File: config.mk
export PLATFORM = sky130hd
export DESIGN_NAME = arb_rr_hold
export DESIGN_NICKNAME = d
export VERILOG_FILES = /design/src/rtl/arb_rr_hold.sv
export SDC_FILE = /design/constraint.sdc
export NUM_CORES = 1
export LEC_CHECK = 0
export ABC_CLOCK_PERIOD_IN_PS = 2600
export BUFFER_PORTS_ARGS = -buffer_cell sky130_fd_sc_hd__buf_2
export CAP_MARGIN = 20
export CELL_PAD_IN_SITES_DETAIL_PLACEMENT = 1
export CELL_PAD_IN_SITES_GLOBAL_PLACEMENT = 1
export CORE_UTILIZATION = 40
export CTS_BUF_LIST = sky130_fd_sc_hd__clkbuf_4 sky130_fd_sc_hd__clkbuf_8 sky130_fd_sc_hd__clkbuf_16
export CTS_CLUSTER_SIZE = 8
export DETAILED_ROUTE_END_ITERATION = 12
export GPL_TIMING_DRIVEN = 0
export PLACE_DENSITY_LB_ADDON = 0.1
export SYNTH_ARGS = -nofsm -noshare
export SYNTH_HDL_FRONTEND = slang
export SYNTH_SLANG_ARGS = --single-unit
export TNS_END_PERCENT = 1
File: constraint.sdc
create_clock -name clk -period 2.6 [get_ports clk]
set_clock_uncertainty 0.05 [all_clocks]
set_input_delay 0.52 -clock clk [delete_from_list [all_inputs] [get_ports clk]]
set_output_delay 0.52 -clock clk [all_outputs]
set_load 0.01 [all_outputs]
File: src/rtl/arb_rr_hold.sv
// N-way round-robin arbiter with grant hold: the owner keeps the grant while its request stays high.
// Optional forced hand-over after MAX_HOLD cycles is enabled by defining ARB_RR_TIMEOUT_EN.
//
// state    | meaning
// ---------+------------------------------------------------------------
// ST_IDLE  | no owner, gnt == 0, hold_cnt == 0
// ST_OWNED | one requester owns the resource, gnt one-hot, hold_cnt >= 1
module arb_rr_hold #(
  parameter int N        = 4,
  parameter int IDW      = $clog2(N),
  parameter int MAX_HOLD = 8
) (
  input  logic           clk,
  input  logic           rst,
  input  logic [N-1:0]   req,
  output logic [N-1:0]   gnt,
  output logic [IDW-1:0] gnt_id,
  output logic           busy,
  output logic [7:0]     hold_cnt
);

  localparam logic [0:0] ST_IDLE  = 1'b0;
  localparam logic [0:0] ST_OWNED = 1'b1;

  if (N < 2 || N > 16) begin : g_bad_n
    $error("arb_rr_hold: N must be in 2..16");
  end
  if (MAX_HOLD < 2 || MAX_HOLD > 255) begin : g_bad_max_hold
    $error("arb_rr_hold: MAX_HOLD must be in 2..255");
  end

  logic [0:0]     state;
  logic [IDW-1:0] ptr;

  logic [N-1:0]   cand;
  logic           found;
  logic           hi_found;
  logic [IDW-1:0] hi_id;
  logic [IDW-1:0] lo_id;
  logic [IDW-1:0] win_id;
  logic [IDW-1:0] win_next;
  logic [N-1:0]   win_oh;
  logic           release_own;
  logic           revoke;

  // The current owner is masked out, so on a timeout revoke it cannot win again.
  always_comb begin
    cand     = req & ~gnt;
    found    = |cand;
    hi_found = 1'b0;
    hi_id    = '0;
    lo_id    = '0;
    for (int i = N - 1; i >= 0; i--) begin
      if (cand[i]) begin
        lo_id = IDW'(i);
        if (i >= int'(ptr)) begin
          hi_found = 1'b1;
          hi_id    = IDW'(i);
        end
      end
    end
    win_id   = hi_found ? hi_id : lo_id;
    win_next = (win_id == IDW'(N - 1)) ? '0 : win_id + IDW'(1);
    win_oh   = {{(N-1){1'b0}}, 1'b1} << win_id;
  end

  assign release_own = ~|(req & gnt);

`ifdef ARB_RR_TIMEOUT_EN
  assign revoke = (hold_cnt >= 8'(MAX_HOLD)) && found;
`else
  assign revoke = 1'b0;
`endif

  always_ff @(posedge clk) begin
    if (rst) begin
      state    <= ST_IDLE;
      gnt      <= '0;
      gnt_id   <= '0;
      hold_cnt <= '0;
      ptr      <= '0;
    end else begin
      case (state)
        ST_IDLE: begin
          if (found) begin
            state    <= ST_OWNED;
            gnt      <= win_oh;
            gnt_id   <= win_id;
            hold_cnt <= 8'd1;
            ptr      <= win_next;
          end
        end
        ST_OWNED: begin
          if (release_own || revoke) begin
            if (found) begin
              gnt      <= win_oh;
              gnt_id   <= win_id;
              hold_cnt <= 8'd1;
              ptr      <= win_next;
            end else begin
              state    <= ST_IDLE;
              gnt      <= '0;
              gnt_id   <= '0;
              hold_cnt <= '0;
            end
          end else if (hold_cnt != 8'hFF) begin
            hold_cnt <= hold_cnt + 8'd1;
          end
        end
        default: begin
          state    <= ST_IDLE;
          gnt      <= '0;
          gnt_id   <= '0;
          hold_cnt <= '0;
        end
      endcase
    end
  end

  assign busy = |gnt;

endmodule

Yosys cells after proc, flatten, opt, wreduce, memory -nomap -nowiden:

Cells that the tools add are included.

* flip-flop bits (word level): 17
* input bits: 6
* logic and storage cells: 63

* add/sub/neg operators: 2
* $lt $le $gt $ge: 3
* eq/ne operators: 5
* shift-type cells: 1
* mux-type cells: 38
* bitwise gates (word level): 4
* reduce and logical (&&, ||, !) cells: 5

Operators by type and width (number)
* $mux W2: 17
* $mux W8: 3
* $pmux W8 S2: 1
* $mux W4: 3
* $reduce_or A4 Y1: 3
* $mux W1: 10
* $add A8 B1 Y8 const B: 1
* $and A4 B4 Y4: 2
* $ne A8 B8 Y1 const B: 1
* $pmux W2 S2: 2
* $pmux W4 S2: 1
* $ge A1 B2 Y1 const A: 2
* $ne A2 B2 Y1 const B: 2
* $not A4 Y4: 1
* $reduce_and A2 Y1: 2
* $shl A1 B2 Y4 const A: 1
* $ne A3 B2 Y1 const B: 1
* $add A2 B1 Y2 const B: 1
* $eq A2 B2 Y1 const B: 1
* $ge A2 B2 Y1 const A: 1
* $pmux W1 S2: 1
* $not A1 Y1: 1

Longest topological paths before layout:

Gate-level depths: netlist of the first run.

* word-level depth: 15
* depth in mapped cells: 7

Worst setup path before layout of the first run:

OpenSTA, ideal clock, no wires.

* path kind: in2reg
* start point: input req[3]
* end point: register gnt[0]
* setup time: 0.117 ns
* data arrival time: 1.890 ns
* required time: 2.433 ns
* setup slack: 0.542 ns
* cell stages on the path: 7
* buffers on the path: 0
* path through: or2b_4 o21bai_1 a32oi_1 a21boi_1 inv_1 ha_1 a22o_2

* cells in the longest elaborated chain, start to end: 13

RTL lines
* start, declared: RTL line 15 `input logic [N-1:0] req,`
* $and A4 B4 Y4: RTL line 48 `cand = req & ~gnt;`
* $mux W2 or $mux W1 (tied branches): RTL line 54 `if (cand[i]) begin`
* $mux W2 or $mux W1 (tied branches): RTL line 56 `if (i >= int'(ptr)) begin`
* $mux W2 or $mux W1 (tied branches): RTL line 54
* $mux W2 or $mux W1 (tied branches): RTL line 56
* $mux W2 or $mux W1 (tied branches): RTL line 54
* $mux W2 or $mux W1 (tied branches): RTL line 56
* $mux W2 or $mux W1 (tied branches): RTL line 54
* $mux W2: RTL line 62 `win_id = hi_found ? hi_id : lo_id;`
* $shl A1 B2 Y4: RTL line 64 `win_oh = {{(N-1){1'b0}}, 1'b1} << win_id;`
* $mux W4: RTL line 95 `if (found) begin`
* $mux W4: RTL line 94 `if (release_own || revoke) begin`
* $pmux W4 S2: RTL line 83 `case (state)`
* end signal, assigned: RTL line 87 `gnt <= win_oh;`
* end signal, assigned: RTL line 96 `gnt <= win_oh;`
* end, declared: RTL line 16 `output logic [N-1:0] gnt,`

Several ways; a longest one is shown, not always the timed one. The select of a mux whose other input is x is not followed.
A chain may end at the register's enable or synchronous reset.

Worst setup path after layout of the first run:

* start point: register gnt[3]
* end point: register gnt[0]

* cells in the longest elaborated chain, start to end: 14

RTL lines (RTL line)
* $not A4 Y4: 48
* $and A4 B4 Y4: 48
* $mux W2 or $mux W1 (tied branches): 54
* $mux W2 or $mux W1 (tied branches): 56
* $mux W2 or $mux W1 (tied branches): 54
* $mux W2 or $mux W1 (tied branches): 56
* $mux W2 or $mux W1 (tied branches): 54
* $mux W2 or $mux W1 (tied branches): 56
* $mux W2 or $mux W1 (tied branches): 54
* $mux W2: 62
* $shl A1 B2 Y4: 64
* $mux W4: 95
* $mux W4: 94
* $pmux W4 S2: 83

Several ways; a longest one is shown, not always the timed one. The select of a mux whose other input is x is not followed.

==> results of run 1 <==
==> worst max-delay path by stage <==
stage | start | endpoint | slack (ns) | cells after the start
CTS | gnt[3] | gnt[0] | 0.47 | 7
floorplan | req[3] | gnt[0] | 0.54 | 7
global placement | req[3] | gnt[0] | 0.27 | 8
finish | gnt[3] | gnt[0] | 0.49 | 7
global route | gnt[3] | gnt[0] | 0.32 | 7
detailed placement | req[3] | gnt[0] | 0.20 | 8
==> worst reg2reg max path, stage by stage (launching register included) <==
cell,delay (ns)
dfxtp_1,0.36
or2b_4,0.29
o21bai_1,0.16
a32oi_1,0.14
a21boi_1,0.43
inv_1,0.14
ha_1,0.22
a22o_2,0.22
==> layer usage <==
layer	track usage	share of wire	vias up
li1	-	-	438
met1	0.286	0.50	421
met2	0.316	0.45	18
met3	0.0348	0.032	5
met4	0.118	0.022	0
met5	0	0	-
==> state kept, by name (all words and copies together) (netlist names) <==
signal and cells:
ptr 2, gnt 4, state 1, gnt_id 2, hold_cnt 8
==> synthesized netlist by cell type, drive strengths merged, types with 2 or more instances <==
master / number / area [sq um]
ha: 5 / 62.6
o21a: 3 / 22.5
o21ai: 5 / 40.0
or2b: 2 / 22.5
mux2i: 2 / 20.0
o211ai: 2 / 20.0
nand2b: 2 / 22.5
nor3: 3 / 20.0
nand2: 7 / 26.3
and2: 2 / 12.5
a22o: 8 / 88.8
and3: 2 / 12.5
nand4: 4 / 40.0
nor2: 7 / 26.3
inv: 4 / 15.0
buf: 2 / 18.8
and4: 3 / 26.3
a21oi: 8 / 51.3
dfxtp: 17 / 340
==> where the power goes <==
part | internal [uW] | switching, uW | total (uW) | leakage (uW)
Clock | 70.4 | 91.1 | 161 | 0.0000184
Combinational | 174 | 206 | 380 | 0.000362
Sequential | 309 | 59.2 | 368 | 0.000139
==> stage by stage <==
stage,setup slack [ns],power (uW)
global route,0.323,973
floorplan,0.542,635
finish,0.487,909
detailed placement,0.204,757
CTS,0.466,920
global placement,0.269,738
==> layout make-up <==
cell class | count | area, sq um
fillers | 271 | 1120
multi-input cells | 81 | 641
flip-flops and latches | 17 | 340
repair buffers | 19 | 95.1
well taps | 28 | 35.0
clock buffers | 4 | 30.0
plain buffers | 2 | 18.8
inverters | 4 | 15.0
==> cells by family after synthesis <==
family                   after synthesis  share of synthesized area
flip-flops                            17                      0.335
multiplexers                           2                     0.0197
AND/OR/NAND/NOR                       37                      0.243
buffers and inverters                  6                     0.0333
XOR/XNOR                               1                    0.00863
AO/OA/AOI/OAI                         36                      0.298
adder cells (fa/ha/maj)                5                     0.0617
==> flow_metrics.py, run 1 <==
metrics = {
    "cts": {
        "htreeDepth": 1,
        "cts_sinks": 17,
        "cts.reportedPaths.clkPinSlew_ns": 0.11,
        "cts_tree": "done",
        "root_buffer": "clkbuf_4",
        "cts_buffers": 3,
        "cts_resized": 0,
        "clk-insertion-delay-late_ns": 0.31,
        "hold_buffers": 0,
        "post_cts_buffers": 0,
        "clockBufferDepth": 2,
    },
    "routing": {
        "first_pass_iters": 4,
        "wl_microns": 2530,
        "vias_per_cell": 5.69,
        "drt_iter0_markers": 8,
        "ant_nets": 0,
        "drc": 0,
        "vias": 882,
        "routedWlPerCell_microns": 16.3,
    },
    "sta": {
        "min_period_ns": 2.11,
        "hold_viol": 0,
        "hold_slack_ns": 0.419,
        "setup_viol": 0,
        "rsz0062_at_grt": "false",
        "finalSetupTns_ns": 0,
        "timing.final.crit_share": 0.813,
        "maxSlewViolCount": 0,
        "tightest_slew_ns": 0.459,
        "relSlewSlack": 0.693,
        "clock.fmax_mhz": 473,
    },
    "critical_path": {
        "crit_slowest_cell": "a21boi_1",
        "critPathLaunchType": "flop",
        "path_class": "reg2reg",
        "cpPeakStageDelay_ns": 0.43,
        "crit_family": "compound AO/OA/AOI/OAI gates",
        "cp-end-kind": "flop",
        "crit_arrival_ns": 2.26,
        "worst_ep_required_time_ns": 2.75,
        "critPathMaxFanout": 5,
        "worst-path-buf-inv": 1,
        "reg2reg_from": "gnt[3]",
        "path_cells": "or2b_4 > o21bai_1 > a32oi_1 > a21boi_1 > inv_1 > ha_1 > a22o_2",
        "r2r_slack_ns": 0.49,
        "reg2reg_to": "gnt[0]",
        "r2r_cells": 7,
    },
    "global_route": {
        "grt_max_degree": 11,
        "grt_antenna_before_repair": 0,
        "grt_pass1_wl_microns": 4090,
        "grt_usage": 0.212,
        "grt_pass1_vias": 852,
        "gr-total-overflow": 0,
    },
    "floorplan": {
        "die_y_microns": 52.4,
        "die_area_sq_mm": 0.00274,
        "initial_core_util": 0.442,
        "die_w_microns": 52.4,
        "ios": 21,
        "rows": 17,
        "coreArea_sq_mm": 0.00230,
    },
    "placement": {
        "io_buffers": 19,
        "dp_cells": 151,
        "place_area_sq_mm": 0.00114,
        "hpwl_microns": 1880,
        "gp_congestion": 0.791,
    },
    "yosys": {
        "syn_nets": 115,
        "ys_ff_latch": 17,
        "yosysUniqueCellTypes": 45,
        "syn_avg_cell_area_sq_um": 9.76,
        "yosys_most_used_dff": "dfxtp_1",
        "syn_area_sq_mm": 0.00101,
        "synthArstFlopShare": 0,
        "synth_warnings": 0,
        "yosysSeqAreaShare": 0.335,
        "syn_inst": 104,
        "synth_edf_count": 0,
    },
    "worst_hold_path": {
        "hold_start": "rst",
        "hold_path_end": "hold_cnt[1]",
        "hold_path.class": "in2reg",
        "whs_path_depth": 2,
    },
    "final_layout": {
        "drive_above_1_share": 0.315,
        "final_util": 0.511,
        "mostFrequentLayoutCell": "buf_2",
        "syn_to_final_growth_pct": 15.8,
        "fin_cells": 155,
        "diodes": 0,
        "postLayoutCellArea_sq_mm": 0.00117,
        "mostFrequentLayoutCells": "buf_2 (19), dfxtp_1 (17), nand2_1 (7), a21oi_1 (7), nor2_1 (7)",
        "final_nets": 139,
    },
    "pwr": {
        "powerDensity_mw_per_mm2": 774,
        "irDropWorstVdd_mv": 0.410,
        "leakage_uw": 0.000520,
    },
    "run_status": {
        "status": "completed",
    },
    "flow_run": {
        "drv_cap": 0,
    },
}
Note: power is estimated with default switching activity, not from simulation.
==> run 2, diff against run 1 <==
--- a/config.mk
+++ b/config.mk
@@ -5,12 +5,13 @@
 export SDC_FILE = /design/constraint.sdc
 export NUM_CORES = 1
 export LEC_CHECK = 0
-export ABC_CLOCK_PERIOD_IN_PS = 2600
+export ABC_AREA = 1
+export ABC_CLOCK_PERIOD_IN_PS = 1700
 export BUFFER_PORTS_ARGS = -buffer_cell sky130_fd_sc_hd__buf_2
 export CAP_MARGIN = 20
 export CELL_PAD_IN_SITES_DETAIL_PLACEMENT = 1
 export CELL_PAD_IN_SITES_GLOBAL_PLACEMENT = 1
-export CORE_UTILIZATION = 40
+export CORE_UTILIZATION = 34
 export CTS_BUF_LIST = sky130_fd_sc_hd__clkbuf_4 sky130_fd_sc_hd__clkbuf_8 sky130_fd_sc_hd__clkbuf_16
 export CTS_CLUSTER_SIZE = 8
 export DETAILED_ROUTE_END_ITERATION = 12
==> constraint.sdc (replaced) <==
create_clock -name clk -period 1.7 [get_ports clk]
set_clock_uncertainty 0.05 [all_clocks]
set_input_delay 0.34 -clock clk [delete_from_list [all_inputs] [get_ports clk]]
set_output_delay 0.34 -clock clk [all_outputs]
set_load 0.01 [all_outputs]
==> run 2 against run 1 <==
  * Critical path depth is 5 higher
  * Largest cell class unchanged
  * Sequential power is 57% higher
  * Wire length is 8.4% higher
  * The run now ends with DRC left
  * Critical path type unchanged
  * Area after synthesis is 4.4% higher
  * First-iteration DRC count grew to 5.0 times the previous value
  * Highest routed layer unchanged
  * Combinational power is 110% higher
  * Worst setup slack worse by 0.32 ns
==> flow_metrics.py, run 2 <==
metrics = {
    "run_status": {
        "status": "finished, violations left",
        "violations": "DRC",
    },
    "yosys": {
        "yosysSeqAreaShare": 0.321,
        "yosysTopAreaCellShare": 0.321,
        "synth_warnings": 0,
        "synth_edf_count": 0,
        "synth_common_cells": "nand2_1 (37), dfxtp_1 (17), nor2_1 (13)",
        "syn_area_sq_mm": 0.00106,
        "yosys_most_used_dff": "dfxtp_1",
        "synth_most_common_cell": "nand2_1",
        "ys_ff_latch": 17,
        "synthArstFlopShare": 0,
        "yosysUniqueCellTypes": 26,
        "syn_avg_cell_area_sq_um": 7.07,
        "syn_inst": 150,
        "yosysTopAreaCell": "dfxtp_1",
        "synth.area.top_cells": "dfxtp_1 (32%), nand2_1 (13%), ha_1 (5.9%)",
        "syn_nets": 161,
    },
    "critical_path": {
        "worst_ep_required_time_ns": 1.87,
        "critPathMaxFanout": 5,
        "path_class": "reg2reg",
        "cp-end-kind": "flop",
        "crit_arrival_ns": 1.70,
        "critPathLaunchType": "flop",
    },
    "sta": {
        "setup_viol": 0,
        "relSlewSlack": 0.827,
        "rsz0062_at_grt": "false",
        "maxSlewViolCount": 0,
        "hold_viol": 0,
        "timing.final.crit_share": 0.902,
        "tightest_slew_ns": 0.259,
        "min_period_ns": 1.53,
        "clock.fmax_mhz": 652,
    },
    "final_layout": {
        "fin_cells": 205,
        "largest_reg_flops": 8,
        "top_register": "hold_cnt",
        "diodes": 0,
        "mostFrequentLayoutCells": "nand2_1 (36), buf_2 (20), nor2_1 (12)",
        "postLayoutCellArea_sq_mm": 0.00126,
        "top_regs": "hold_cnt (8), gnt (4)",
        "final_nets": 186,
        "syn_to_final_growth_pct": 18.9,
        "mostFrequentLayoutCell": "nand2_1",
        "drive_above_1_share": 0.351,
    },
    "global_route": {
        "grt_antenna_before_repair": 0,
        "grt_pass1_wl_microns": 4650,
        "grt_max_degree": 11,
        "grt_usage": 0.182,
        "grt_pass1_vias": 969,
        "gr-total-overflow": 0,
    },
    "placement": {
        "io_buffers": 20,
        "hpwl_microns": 2190,
        "gp_congestion": 0.754,
        "place_area_sq_mm": 0.00120,
        "dp_cells": 201,
    },
    "routing": {
        "vias": 1076,
        "drc": 2,
        "drt_iter0_markers": 40,
        "first_pass_iters": 8,
        "vias_per_cell": 5.25,
        "routedWlPerCell_microns": 13.4,
        "wl_microns": 2740,
        "ant_nets": 0,
    },
    "floorplan": {
        "initial_core_util": 0.371,
        "coreArea_sq_mm": 0.00285,
        "die_y_microns": 57.8,
        "die_w_microns": 57.8,
        "die_area_sq_mm": 0.00334,
        "rows": 19,
        "ios": 21,
    },
    "cts": {
        "cts_buffers": 3,
        "root_buffer": "clkbuf_4",
        "cts_sinks": 17,
        "cts_tree": "done",
        "clockBufferDepth": 2,
        "post_cts_buffers": 0,
        "htreeDepth": 1,
        "cts.reportedPaths.clkPinSlew_ns": 0.11,
        "clk-insertion-delay-late_ns": 0.30,
    },
    "pwr": {
        "pwr-share-comb": 0.490,
        "p_sw_uw": 723,
        "powerDensity_mw_per_mm2": 1270,
        "intPower_uw": 882,
        "seqPwrFrac": 0.360,
        "irDropWorstVdd_mv": 0.579,
        "p_clk_frac": 0.150,
        "leakage_uw": 0.000635,
        "switching_share": 0.450,
    },
    "flow_run": {
        "drv_cap": 0,
    },
    "worst_hold_path": {
        "hold_path.class": "in2reg",
    },
}
==> run 2: cell count changes after synthesis, moves of 5 or more <==
cell     before  now
inv_1         4   11
nand4_1       3    9
nand2_4       0    5
nand2_2       0    5
o21ai_1       0    7
nand3_1       0   11
a22o_1        5    0
nor2_1        7   13
inv_2         0    7
nand2_1       7   37
==> run 2: per-layer routing <==
layer / wire, microns / vias to the layer above / global-route usage
met2: 1280 / 15 / 0.276
met3: 81 / 2 / 0.0469
met4: 18 / 0 / 0.0408
met5: 0 / - / 0
li1: - / 542 / -
met1: 1350 / 517 / 0.261
==> run 2: logic make-up after synthesis <==
group	share of synthesized area
flops	0.321
simple gates	0.446
compound gates	0.102
fa+ha+maj	0.0590
buf+inv	0.0720
==> run 2: power by group through the flow <==
| stage | Combinational (uW) | Clock [uW] | Sequential [uW] |
|---|---|---|---|
| after floorplan | 507 | 0 | 587 |
| after detailed placement | 747 | 0 | 573 |
| after global routing | 879 | 275 | 590 |
| final | 786 | 241 | 577 |
| after CTS | 751 | 253 | 564 |
| after global placement | 724 | 0 | 567 |
==> run 2: what timing repair did <==
| item | CTS | global route |
|---|---|---|
| setup endpoints to repair | 0 | 6 |
| hold buffers | 0 | 0 |
| resized for setup | 0 | 11 |
==> run 2: critical path, cell delays in order, from the launching register on <==
cell	delay, ns
dfxtp_2	0.35
inv_2	0.10
nand2_2	0.09
nand2_1	0.08
nand2_1	0.04
nand2_1	0.05
nand2_1	0.08
nand3_4	0.10
inv_1	0.07
ha_1	0.19
inv_1	0.08
nand2_1	0.06
a21oi_1	0.11
==> run 2: per-stage QoR <==
step	hold WS, ns	setup slack (ns)	TNS [ns]	util	power (uW)
CTS	0.203	0.0221	0	0.431	1570
detailed placement	0.415	-0.00667	-0.00667	0.420	1320
global route	0.208	0.0122	0	0.442	1740
floorplan	0.352	0.226	0	-	1090
finish	0.212	0.167	0	0.442	1600
global placement	0.400	0.0420	0	0.420	1290
==> run 2: final timing paths <==
| path | from | to | cells after the start | slack, ns |
|---|---|---|---|---|
| worst max-delay path | gnt[2] | ptr[0] | 12 | 0.17 |
| worst min-delay path | rst | hold_cnt[6] | 2 | 0.21 |
| worst min register to register | gnt_id[0] | gnt_id[0] | 2 | 0.43 |
| worst max register to register | gnt[2] | ptr[0] | 12 | 0.17 |
==> run 2: final cells by class <==
cell class                 instances  area [sq um]
fill                             380          1590
multi-input combinational        113           667
sequential                        17           348
timing repair buffer              20           100
inverter                          20          76.3
tap                               31          38.8
clock buffer                       4          30.0
==> run 3, diff against run 2 <==
--- a/config.mk
+++ b/config.mk
@@ -6,7 +6,7 @@
 export NUM_CORES = 1
 export LEC_CHECK = 0
 export ABC_AREA = 1
-export ABC_CLOCK_PERIOD_IN_PS = 1700
+export ABC_CLOCK_PERIOD_IN_PS = 1290
 export BUFFER_PORTS_ARGS = -buffer_cell sky130_fd_sc_hd__buf_2
 export CAP_MARGIN = 20
 export CELL_PAD_IN_SITES_DETAIL_PLACEMENT = 1
@@ -17,6 +17,7 @@
 export DETAILED_ROUTE_END_ITERATION = 12
 export GPL_TIMING_DRIVEN = 0
 export PLACE_DENSITY_LB_ADDON = 0.1
+export SLEW_MARGIN = 20
 export SYNTH_ARGS = -nofsm -noshare
 export SYNTH_HDL_FRONTEND = slang
 export SYNTH_SLANG_ARGS = --single-unit
==> constraint.sdc (replaced) <==
create_clock -name clk -period 1.29 [get_ports clk]
set_clock_uncertainty 0.05 [all_clocks]
set_input_delay 0.258 -clock clk [delete_from_list [all_inputs] [get_ports clk]]
set_output_delay 0.258 -clock clk [all_outputs]
set_load 0.01 [all_outputs]
==> run 3 against run 2 <==
  * The run ends with DRC, setup timing left
  * Clock power is 39% higher
  * Core utilization is 8.4 points higher
  * Sequential cell count stayed put
  * Worst hold slack worse by 0.078 ns
  * Clock-buffer cell count stayed put
  * Critical path type unchanged
==> flow_metrics.py, run 3 (synthesis results as in run 2) <==
metrics = {
    "cts": {
        "root_buffer": "clkbuf_4",
        "cts_buffers": 3,
        "cts.reportedPaths.clkPinSlew_ns": 0.11,
        "cts_sinks": 17,
        "clockBufferDepth": 2,
        "htreeDepth": 1,
        "clk-insertion-delay-late_ns": 0.30,
        "cts_tree": "done",
    },
    "sta": {
        "relSlewSlack": 0.830,
        "clock.fmax_mhz": 659,
        "maxSlewViolCount": 0,
        "rsz0062_at_grt": "true",
        "timing.final.crit_share": 1.18,
        "min_period_ns": 1.52,
        "fin_ws_ns": -0.228,
        "tightest_slew_ns": 0.254,
        "setup_viol": 17,
        "hold_viol": 0,
        "finalSetupTns_ns": -2.21,
        "hold_slack_ns": 0.134,
    },
    "final_layout": {
        "largest_reg_flops": 8,
        "fin_cells": 216,
        "top_register": "hold_cnt",
        "diodes": 0,
        "top_regs": "hold_cnt (8), gnt (4)",
        "mostFrequentLayoutCells": "nand2_1 (29), buf_2 (20), nand2_2 (11), buf_4 (11)",
        "mostFrequentLayoutCell": "nand2_1",
        "ff_latch_area_sq_um": 357,
        "fillers": 359,
        "syn_to_final_growth_pct": 41.6,
        "multi_input_area_sq_um": 800,
        "drive_above_1_share": 0.551,
        "final_nets": 197,
    },
    "global_route": {
        "grt_pass1_vias": 1121,
        "grt_pass1_wl_microns": 5260,
        "gr-total-overflow": 0,
        "grt_antenna_before_repair": 0,
        "grt_usage": 0.208,
        "grt_max_degree": 11,
    },
    "pwr": {
        "powerDensity_mw_per_mm2": 1830,
        "leakage_uw": 0.000695,
        "irDropWorstVdd_mv": 0.920,
    },
    "critical_path": {
        "worst-path-buf-inv": 2,
        "r2r_cells": 9,
        "cpPeakStageDelay_ns": 0.38,
        "crit_slowest_cell": "dfxtp_4",
        "path_class": "reg2reg",
        "crit_arrival_ns": 1.70,
        "crit_family": "simple AND/OR/NAND/NOR gates",
        "cp.depth": 9,
        "critPathLaunchType": "flop",
        "path_cells": "nand3b_1 > nand2_2 > nor2_2 > nand2_2 > nand3_4 > inv_4 > ha_4 > inv_4 > o22ai_2",
        "critPathMaxFanout": 5,
        "worst_ep_required_time_ns": 1.47,
        "cp-end-kind": "flop",
    },
    "run_status": {
        "status": "finished, violations left",
        "violations": "DRC, setup timing",
    },
    "floorplan": {
        "coreArea_sq_mm": 0.00285,
        "initial_core_util": 0.371,
        "die_area_sq_mm": 0.00334,
        "die_y_microns": 57.8,
        "die_w_microns": 57.8,
        "ios": 21,
        "rows": 19,
    },
    "routing": {
        "drc": 1,
        "vias": 1140,
        "drt_iter0_markers": 24,
        "wl_microns": 3250,
        "ant_nets": 0,
        "vias_per_cell": 5.28,
        "first_pass_iters": 8,
        "routedWlPerCell_microns": 15.0,
    },
    "placement": {
        "dp_slack_ns": -0.329,
        "io_buffers": 20,
        "dp_cells": 201,
        "hpwl_microns": 2240,
        "gp_congestion": 0.749,
    },
    "worst_hold_path": {
        "hold_path.class": "in2reg",
        "whs_path_depth": 2,
    },
    "flow_run": {
        "drv_cap": 0,
    },
}
-- run 3: final cells by class --
| type | count | share of cell area |
|---|---|---|
| Sequential cell | 17 | 0.238 |
| Inverter | 20 | 0.0617 |
| Clock buffer | 4 | 0.0200 |
| Timing Repair Buffer | 31 | 0.122 |
| Multi-Input combinational cell | 113 | 0.533 |
| Tap cell | 31 | 0.0259 |
-- run 3: worst paths after layout --
path / start / endpoint / slack, ns
setup / recovery: ptr[1] / gnt[3] / -0.23
hold / removal: rst / hold_cnt[2] / 0.13
setup reg to reg: ptr[1] / gnt[3] / -0.23
hold reg to reg: gnt_id[0] / gnt_id[0] / 0.42
-- run 3: per-layer routing --
layer,vias up,part of all wire,track usage
met5,-,0,0
met4,0,0.012,0.0714
met3,5,0.030,0.0223
met2,21,0.51,0.363
met1,552,0.44,0.266
li1,562,-,-
-- run 3: repair_timing --
action | in CTS | in global routing
gates resized for setup | 31 | 17
buffers inserted | 9 | 2
setup endpoints to repair | 17 | 17
pin swaps | 14 | 10
hold buffers | 0 | 0
-- run 3: report_power, final --
group	total [uW]	leakage (uW)	internal (uW)	switching, uW
sequential	798	0.000143	668	130
combinational	1610	0.000534	692	921
clock	334	0.0000184	142	192
total	2740	0.000695	1500	1240
-- run 3: through the flow --
stage                     area, sq um   util  total power [uW]
after floorplan                  1080      -              1470
after global routing             1500  0.526              2940
after detailed placement         1220  0.426              1770
after global placement           1220  0.426              1730
final                            1500  0.526              2740
after CTS                        1420  0.499              2500
